File: config.mk
export PLATFORM = sky130hd
export DESIGN_NAME = hand_frame_streamer
export DESIGN_NICKNAME = d
export VERILOG_FILES = /design/src/rtl/hand_frame_streamer.sv
export SDC_FILE = /design/constraint.sdc
export NUM_CORES = 1
export LEC_CHECK = 0
export BUFFER_PORTS_ARGS = -buffer_cell sky130_fd_sc_hd__buf_4
export CORE_MARGIN = 2
export CORE_UTILIZATION = 59
export DETAILED_ROUTE_END_ITERATION = 16
export GPL_TIMING_DRIVEN = 0
export PLACE_DENSITY = 0.83
export SYNTH_ARGS = -nofsm -noshare
export SYNTH_HDL_FRONTEND = slang
export SYNTH_SLANG_ARGS = --single-unit
File: constraint.sdc
create_clock -name sys_clk -period 6.15 [get_ports sys_clk]
set_clock_uncertainty 0.15 [all_clocks]
set_input_delay 1.23 -clock sys_clk [delete_from_list [all_inputs] [get_ports sys_clk]]
set_output_delay 1.23 -clock sys_clk [all_outputs]
set_load 0.01 [all_outputs]
File: src/rtl/hand_frame_streamer.sv
// hand_frame_streamer
// Latches one sorted hand and sends it to uart_tx as a framed byte stream:
//   HEADER, card count, each non-empty card (slot 0 first), XOR checksum.
// The checksum is the count XORed with every card byte that was sent.
//
// Ports
//   sys_clk      system clock
//   sys_rst_n    asynchronous active-low reset
//   hand_valid   single-cycle pulse, hand_data valid this cycle
//   hand_data    card i = bits [8*NUM_CARDS-1-8i -: 8]
//   tx_done      one-cycle pulse from uart_tx when a byte's stop bit ends
//   tx_flag      one-cycle send request to uart_tx
//   tx_byte      byte to send, held from tx_flag until the next request
//   busy         high while a frame is in progress
//   frame_done   one-cycle pulse after the checksum byte completes
//   err_timeout  one-cycle pulse when a frame is aborted on a missing tx_done
//   overrun      one-cycle pulse when hand_valid arrives while busy
//
// state  | meaning
// -------+------------------------------------------------------------
// IDLE   | waiting for hand_valid
// COUNT  | walking the shadow hand once, counting non-empty slots
// ISSUE  | tx_flag high for this cycle, tx_byte holds the byte
// WAIT   | waiting for tx_done, timeout counter running
// SKIP   | stepping over empty slots, one per cycle
// DONE   | frame complete, frame_done pulses next cycle
// ABORT  | tx_done never came, err_timeout pulses next cycle
module hand_frame_streamer #(
  parameter int          NUM_CARDS  = 17,
  parameter logic [7:0]  HEADER     = 8'hAA,
  parameter logic [7:0]  EMPTY_CODE = 8'h00,
  parameter logic [23:0] TX_TIMEOUT = 24'd2_000_000
) (
  input  logic                   sys_clk,
  input  logic                   sys_rst_n,
  input  logic                   hand_valid,
  input  logic [8*NUM_CARDS-1:0] hand_data,
  input  logic                   tx_done,
  output logic                   tx_flag,
  output logic [7:0]             tx_byte,
  output logic                   busy,
  output logic                   frame_done,
  output logic                   err_timeout,
  output logic                   overrun
);

  localparam int             HW       = 8 * NUM_CARDS;
  localparam int             IW       = $clog2(NUM_CARDS + 1);
  localparam logic [IW-1:0]  LAST_IDX = IW'(NUM_CARDS - 1);
  localparam logic [IW-1:0]  END_IDX  = IW'(NUM_CARDS);

  typedef enum logic [2:0] {
    S_IDLE, S_COUNT, S_ISSUE, S_WAIT, S_SKIP, S_DONE, S_ABORT
  } state_t;

  typedef enum logic [1:0] {
    PH_HDR, PH_CNT, PH_CARD, PH_CHK
  } phase_t;

  state_t         state;
  phase_t         phase;
  logic [HW-1:0]  shadow;
  logic [IW-1:0]  idx;
  logic [7:0]     cnt;
  logic [7:0]     chk;
  logic [23:0]    timer;

  logic [7:0]     cur_slot;
  logic [7:0]     cnt_inc;
  logic [IW-1:0]  cand_idx;
  logic [7:0]     cand_slot;
  logic           cand_end;
  logic           cand_empty;
  logic [7:0]     chk_adv;

  // Out-of-range indices read as empty so the lookahead past the last slot
  // is harmless.
  function automatic logic [7:0] slot_of(input logic [HW-1:0] h,
                                         input logic [IW-1:0] i);
    logic [7:0] s;
    s = EMPTY_CODE;
    for (int k = 0; k < NUM_CARDS; k++) begin
      if (i == IW'(k)) s = h[HW-1-8*k -: 8];
    end
    return s;
  endfunction

  // Candidate slot for the next card byte. Looking one slot ahead lets the
  // byte after tx_done be issued on the next cycle when no empties sit in
  // between; each empty slot then costs exactly one SKIP cycle.
  always_comb begin
    cur_slot   = slot_of(shadow, idx);
    cnt_inc    = cnt + {7'd0, (cur_slot != EMPTY_CODE)};
    cand_idx   = (phase == PH_CNT) ? '0 : idx + IW'(1);
    cand_slot  = slot_of(shadow, cand_idx);
    cand_end   = (cand_idx == END_IDX);
    cand_empty = (cand_slot == EMPTY_CODE);
    chk_adv    = ((state == S_WAIT) && (phase == PH_CARD)) ? (chk ^ cur_slot) : chk;
  end

  always_ff @(posedge sys_clk or negedge sys_rst_n) begin
    if (!sys_rst_n) begin
      state       <= S_IDLE;
      phase       <= PH_HDR;
      shadow      <= '0;
      idx         <= '0;
      cnt         <= 8'h00;
      chk         <= 8'h00;
      timer       <= 24'd0;
      tx_flag     <= 1'b0;
      tx_byte     <= 8'h00;
      busy        <= 1'b0;
      frame_done  <= 1'b0;
      err_timeout <= 1'b0;
      overrun     <= 1'b0;
    end else begin
      tx_flag     <= 1'b0;
      frame_done  <= 1'b0;
      err_timeout <= 1'b0;
      overrun     <= hand_valid && (state != S_IDLE);

      case (state)
        S_IDLE: begin
          if (hand_valid) begin
            shadow <= hand_data;
            idx    <= '0;
            cnt    <= 8'h00;
            busy   <= 1'b1;
            state  <= S_COUNT;
          end
        end

        S_COUNT: begin
          cnt <= cnt_inc;
          if (idx == LAST_IDX) begin
            phase   <= PH_HDR;
            chk     <= cnt_inc;
            tx_flag <= 1'b1;
            tx_byte <= HEADER;
            state   <= S_ISSUE;
          end else begin
            idx <= idx + IW'(1);
          end
        end

        S_ISSUE: begin
          timer <= 24'd0;
          state <= S_WAIT;
        end

        S_WAIT, S_SKIP: begin
          if ((state == S_WAIT) && !tx_done) begin
            if (timer == TX_TIMEOUT - 24'd1) state <= S_ABORT;
            else                             timer <= timer + 24'd1;
          end else if ((state == S_WAIT) && (phase == PH_HDR)) begin
            phase   <= PH_CNT;
            tx_flag <= 1'b1;
            tx_byte <= cnt;
            state   <= S_ISSUE;
          end else if ((state == S_WAIT) && (phase == PH_CHK)) begin
            state <= S_DONE;
          end else begin
            // card advance: after the count byte, after a card byte, or a skip
            chk <= chk_adv;
            if (cand_end) begin
              phase   <= PH_CHK;
              tx_flag <= 1'b1;
              tx_byte <= chk_adv;
              state   <= S_ISSUE;
            end else if (cand_empty) begin
              phase <= PH_CARD;
              idx   <= cand_idx;
              state <= S_SKIP;
            end else begin
              phase   <= PH_CARD;
              idx     <= cand_idx;
              tx_flag <= 1'b1;
              tx_byte <= cand_slot;
              state   <= S_ISSUE;
            end
          end
        end

        S_DONE: begin
          frame_done <= 1'b1;
          busy       <= 1'b0;
          state      <= S_IDLE;
        end

        S_ABORT: begin
          err_timeout <= 1'b1;
          busy        <= 1'b0;
          state       <= S_IDLE;
        end

        default: begin
          busy  <= 1'b0;
          state <= S_IDLE;
        end
      endcase
    end
  end

endmodule

==> metrics.cfg, run 1 <==
[yosys]
synth_area_per_cell_um2 = 9.475
netlist-cell-type-count = 89
synthArstFlopShare_pct = 100.0
synthDominantCellAreaShare_pct = 41.64
synth.top_cells.by_area = dfrtp_1, mux2_2, nand2_1, a21oi_1, o21ai_0
cells_after_synth = 1262
synth_enable_flop_cells = 0
post-synth-top-area-cell = dfrtp_1
synth_seq_area_share_pct = 41.64
yosys_most_used_dff = dfrtp_1
synthMostInstantiatedCell = dfrtp_1
synth_common_cells = dfrtp_1, mux2_2, nand2_1
yosys_register_bits = 199
syn_nets = 1410
synth_warnings = 0
netlist_area_mm2 = 0.01196

[place]
post_dp_cell_area_mm2 = 0.01346
placement.io_buffers = 151
place.gp.congestion = 1.049
dp_hpwl_um = 33070

[cts]
clock_insertion_delay_at_the_later_pin_of_the_skew_report_ps = 460
clock_tree.htree_level_count = 4
clk_path_buf_depth = 2
cts_root_buffer = clkbuf_16
tritoncts = done
cts_inserted_buffers = 17
clock_pin_slew_worst_setup_and_hold_paths_ps = 90
clock_sink_count = 199
cts-hold-fix-buffers = 0

[setup_path]
crit_path_max_fanout = 11
worstPathArrival_ps = 6290
start_kind = register
data_required_time_of_the_worst_path_ps = 6360
end_kind = register
worst_r2r_startpoint = idx[0]
crit-reg2reg-capture = chk[6]
timing.reg2reg.setup_slack_ps = 70
timing.setup.critical_path_class = reg -> reg
r2r_cells = 20

[routing]
routed_wire_length_per_instance_um = 25.18
detail_route.wirelength.met1_um = 17520
vias_per_cell = 6.757
route.final.wire_length_um = 43220
route.antenna.remaining_nets = 0
drt_iter0_drc = 1469
wl_met3_um = 4701
met2RoutedLength_um = 18870
top_layer = met4
route.vias.total = 11600
drc_viols = 0
drt-pass1-iter-count = 8

[min_path]
end_of_the_worst_hold_path = tx_byte[5]
hold_path.class = reg -> reg
hold-path-cell-count = 1
hold_path.startpoint = tx_byte[5]

[final_layout]
post_route_cells_drive_above_1_share_pct = 25.45
antenna-diode-count = 0
post-route-util_pct = 70.30
area_delta_synth_final_pct = 17.82
fin_area_mm2 = 0.01409
multi_input_comb_area_mm2 = 0.006499
regArea_mm2 = 0.004980
fillerInstances = 1552
final_net_count = 1581

[floorplanning]
initial_utilization_pct = 59.67
core_area_mm2 = 0.02004
fp-row-count = 52
dieArea_mm2 = 0.02142
die_w_um = 146.4
die_height_um = 146.4
top_level_ports = 153

[global_routing]
grt_max_degree = 104
grt_first_pass_wirelength_um = 66300
antenna_found_initial = 0
grt_pass1_vias = 11230
global_route_congestion_overflow_total = 0
grt_use_total_pct = 40.57

[status]
run_status = finished clean

[timing]
final.hold.worst_slack_ps = 350.7
setup-violations-final = 0
period_minus_slack_ps = 6080
post_route_setup_tns_ps = 0
number_of_hold_violations_in_the_final_report = 0
max-slew-margin-rel_pct = 11.38
worst-slew-pin-transition_ps = 1311
period_share_pct = 98.86
timing_max_transition_violations_final = 0
achievable-frequency_mhz = 164.5
grt_setup_unrepaired = no

[power]
ir_drop_uv = 356.7
p_per_area_mw_per_mm2 = 592.0
power_leakage_uw = 0.005933
overall_power_after_layout_uw = 8340

[job]
cap_violations = 0

-- flip-flops by register name (all words and copies together) (netlist names) --
register and cells:
busy 1, chk 8, cnt 8, err_timeout 1
frame_done 1, idx 5, overrun 1, phase 2
shadow 136, state 3, timer 24, tx_byte 8
tx_flag 1
-- metal layers --
layer  track usage (%)  up-vias
met1             56.92     5613
met4             19.17        0
li1                  -     5037
met5                 0        -
met3             9.094      139
met2             60.21      806
-- power by group --
part	internal, µW	leakage, µW	switching [µW]
sequential	1870	0.00244	734
combinational	1780	0.00319	2760
clock	601	0.000304	589
-- kinds of logic (layout without fill, tap and decap cells) --
family	Yosys count	count (layout)	synth area share (%)
buf+inv	114	298	4.049
compound gates	364	364	20.82
mux	145	145	13.56
flops	199	199	41.64
simple gates	401	401	16.81
xor+xnor	31	31	2.271
fa+ha+maj	8	8	0.8371
-- worst max path at each step --
stage          slack [ps]   start          to
4_1_cts               110  idx[0]      chk[6]
5_1_grt                70  idx[0]      chk[6]
2_1_floorplan        1640  idx[2]  tx_byte[1]
3_5_place_dp          160  idx[0]      chk[6]
3_3_place_gp          100  idx[0]      chk[6]
6_report               70  idx[0]      chk[6]
-- placed cells by master (no fill, tap or decap), types with 9 or more instances in the layout --
| cell | n |
|---|---|
| nand2b_1 | 18 |
| and3_1 | 13 |
| nor2_1 | 86 |
| o21ai_0 | 71 |
| buf_2 | 18 |
| o221ai_1 | 12 |
| nand2_1 | 127 |
| a31oi_1 | 16 |
| a211oi_1 | 11 |
| dfrtp_1 | 199 |
| nor2b_1 | 12 |
| o211ai_1 | 14 |
| nor3_1 | 27 |
| mux2_2 | 134 |
| clkbuf_16 | 17 |
| a21oi_1 | 80 |
| xor2_1 | 21 |
| buf_4 | 155 |
| xnor2_1 | 10 |
| mux2i_1 | 9 |
| a22oi_1 | 19 |
| nand3_1 | 50 |
| clkbuf_1 | 66 |
| o22a_1 | 14 |
| o31ai_1 | 9 |
| inv_1 | 20 |
| o22ai_1 | 23 |
-- stage by stage --
stage | std cells | worst slack (ps)
after global routing | 1716 | 70.37
after CTS | 1716 | 108.4
after floorplan | 1262 | 1641
final | 1716 | 69.98
after detailed placement | 1684 | 159.2
after global placement | 1683 | 96.75
-- cell type report --
class | count | share of cell area, %
plain buffers | 92 | 2.860
clock buffers | 18 | 3.117
clock inverters | 14 | 1.270
inverters | 22 | 0.5861
multi-input cells | 949 | 46.13
flip-flops and latches | 199 | 35.35
well taps | 270 | 2.398
repair buffers | 152 | 8.295
-- critical path, cell delays in order, from the launching register on --
cell and delay (ps):
dfrtp_1 430, buf_2 200, inv_2 190, ha_1 200
clkbuf_1 440, clkbuf_2 400, nand4b_1 400, o21ai_0 250
a21oi_1 100, a2111oi_0 620, o41a_1 410, nand2b_1 150
a41oi_1 100, or4_1 580, ha_1 250, ha_1 240
and3_1 230, nand3_1 100, xor2_1 220, a22oi_1 90
o22a_1 210
-- what timing repair did --
item / CTS / global route
setup buffers: 0 / 0
resized for setup: 0 / 3
setup endpoints to repair: 0 / 2
hold endpoints to repair: 0 / 0
No activity file was read; power rests on OpenSTA's default activity.
==> inputs of run 2 (changes only) <==
--- a/config.mk
+++ b/config.mk
@@ -11,6 +11,7 @@
 export DETAILED_ROUTE_END_ITERATION = 16
 export GPL_TIMING_DRIVEN = 0
 export PLACE_DENSITY = 0.83
+export RECOVER_POWER = 50
 export SYNTH_ARGS = -nofsm -noshare
 export SYNTH_HDL_FRONTEND = slang
 export SYNTH_SLANG_ARGS = --single-unit
==> metrics.cfg, run 2 (synthesis gave the netlist of run 1 again) <==
[status]
run_status = finished with violations  ; was finished clean
violations = capacitance limit, slew limit

[power]
ir_drop_uv = 356.5  ; was 356.7 µV
power_leakage_uw = 0.005930  ; was 0.005933 µW
p_sw_share_pct = 48.98  ; was 48.97%
p_per_area_mw_per_mm2 = 592.3  ; was 592.0 mW/mm²
internal_power_uw = 4255  ; was 4256 µW
p_comb_share_pct = 54.5  ; about the same
total_switching_power_uw = 4084  ; about the same
power.share.sequential_pct = 31.3  ; about the same
clkPwrFrac_pct = 14.2  ; was 14.3%

[global_routing]
grt_use_total_pct = 40.57  ; unchanged
global_route_congestion_overflow_total = 0  ; unchanged
grt_max_degree = 104  ; unchanged
grt_first_pass_wirelength_um = 66300  ; unchanged
antenna_found_initial = 0  ; unchanged
grt_pass1_vias = 11230  ; unchanged

[floorplanning]
top_level_ports = 153  ; unchanged
dieArea_mm2 = 0.02142  ; unchanged
die_height_um = 146.4  ; unchanged
core_area_mm2 = 0.02004  ; unchanged
initial_utilization_pct = 59.67  ; unchanged
fp-row-count = 52  ; unchanged
die_w_um = 146.4  ; unchanged

[setup_path]
r2r_cells = 20  ; unchanged
worstPathArrival_ps = 6340  ; was 6290 ps
critical_path_most_common_cell = ha_1  ; unchanged
start_kind = register  ; unchanged
cell_chain_critical_path = buf_2, inv_2, ha_1, clkbuf_1, clkbuf_2, nand4b_1, o21ai_0, a21oi_1, a2111oi_0, o41a_1, nand2b_1, a41oi_1, or4_1, ha_1, ha_1, and3_1, nand3_1, xor2_1, a22oi_1, o22a_1  ; unchanged
timing.setup.critical_path_class = reg -> reg  ; unchanged
critPathTopFamily = compound AO/OA/AOI/OAI gates  ; unchanged
crit_path_max_fanout = 11  ; unchanged
slowest_delay_ps = 630  ; was 620 ps
data_required_time_of_the_worst_path_ps = 6360  ; about the same
worstSetupPathDepth = 20  ; unchanged
slowest_stage_cell_on_the_critical_path = a2111oi_0  ; unchanged
end_kind = register  ; unchanged
timing.critical_path.buf_inv = 4  ; unchanged

[final_layout]
fillerInstances = 1555  ; was 1552
mostFrequentLayoutCell = dfrtp_1  ; unchanged
max_flop_register = shadow  ; unchanged
multi_input_comb_area_mm2 = 0.006499  ; unchanged
antenna-diode-count = 0  ; unchanged
largest_register_ff_count = 136  ; unchanged
area_delta_synth_final_pct = 17.74  ; was 17.82%
post_route_cells_drive_above_1_share_pct = 25.24  ; was 25.45%
final_net_count = 1581  ; unchanged
fin_area_mm2 = 0.01408  ; was 0.01409 mm²
final_cell_mix = dfrtp_1, buf_4, mux2_2  ; unchanged
reg.largest.list = shadow: 136 flops, timer: 24 flops  ; unchanged
regArea_mm2 = 0.004980  ; unchanged

[timing]
period_share_pct = 99.74  ; was 98.86%
period_minus_slack_ps = 6134  ; was 6080 ps
achievable-frequency_mhz = 163.0  ; was 164.5 MHz
grt_setup_unrepaired = no  ; unchanged
post_route_setup_tns_ps = 0  ; unchanged
timing_max_transition_violations_final = 97  ; was 0
worst-slew-pin-transition_ps = 4252  ; was 1311 ps
max-slew-margin-rel_pct = -183.5  ; was 11.38%
number_of_hold_violations_in_the_final_report = 0  ; unchanged
setup-violations-final = 0  ; unchanged

[job]
cap_violations = 1  ; was 0

[cts]
clk_path_buf_depth = 2  ; unchanged
clock_sink_count = 199  ; unchanged
clock_pin_slew_worst_setup_and_hold_paths_ps = 90  ; about the same
cts-hold-fix-buffers = 0  ; unchanged
clock_tree.htree_level_count = 4  ; unchanged
cts_inserted_buffers = 17  ; unchanged
clock_insertion_delay_at_the_later_pin_of_the_skew_report_ps = 460  ; about the same
cts_root_buffer = clkbuf_16  ; unchanged
tritoncts = done  ; unchanged

[routing]
route.antenna.remaining_nets = 0  ; unchanged
route.vias.total = 11690  ; was 11600
drt_iter0_drc = 1615  ; was 1469
drt-pass1-iter-count = 7  ; was 8
vias_per_cell = 6.814  ; was 6.757
routed_wire_length_per_instance_um = 25.18  ; about the same
drc_viols = 0  ; unchanged
route.final.wire_length_um = 43210  ; was 43220 µm

[place]
post_dp_cell_area_mm2 = 0.01346  ; unchanged
dp_hpwl_um = 33070  ; unchanged
place.gp.congestion = 1.049  ; unchanged
placement.io_buffers = 151  ; unchanged

[min_path]
hold_path.class = reg -> reg  ; unchanged
hold-path-cell-count = 1  ; unchanged

run 2: power groups by stage:
stage | Clock, µW | Sequential, µW | Combinational, µW
floorplan | 0 | 2240 | 3010
global placement | 0 | 2560 | 4290
detailed placement | 0 | 2570 | 4340
CTS | 1190 | 2560 | 4360
global route | 1240 | 2630 | 4790
finish | 1190 | 2610 | 4540
run 2: cell type report:
cell class	instances	share of cell area, %
Multi-Input combinational cell	949	46.16
Sequential cell	199	35.37
Timing Repair Buffer	152	8.230
Clock buffer	18	3.119
Buffer	92	2.862
Tap cell	270	2.400
Clock inverter	14	1.271
Inverter	22	0.5866
run 2: stage by stage:
stage	hold slack [ps]	instances	util, %	power, µW	setup WS [ps]
final	351.3	1716	70.25	8338	15.91
after detailed placement	337.3	1684	67.19	6907	159.2
after global placement	328.3	1683	67.01	6849	96.75
after CTS	354.8	1716	70.27	8109	108.4
after global routing	369.4	1716	70.25	8665	70.37
after floorplan	320.8	1262	-	5250	1641
run 2: final timing paths:
path / from / end / slack [ps]
max: idx[0] / chk[6] / 20
min: tx_byte[5] / tx_byte[5] / 350
max reg2reg: idx[0] / chk[6] / 20
min reg2reg: tx_byte[5] / tx_byte[5] / 350
max in group asynchronous: sys_rst_n / state[0] / 1280
min in group asynchronous: sys_rst_n / shadow[108] / 2120
run 2: metal layers:
layer | GRT usage [%] | up-vias | share of wire, %
li1 | - | 5043 | -
met3 | 9.094 | 148 | 11
met5 | 0 | - | 0
met4 | 19.17 | 0 | 5.0
met1 | 56.92 | 5678 | 40
met2 | 60.21 | 823 | 44
run 2: repair_timing:
item	in CTS	in global routing
gates resized for setup	0	3
setup endpoints to repair	0	2
setup buffers	0	0
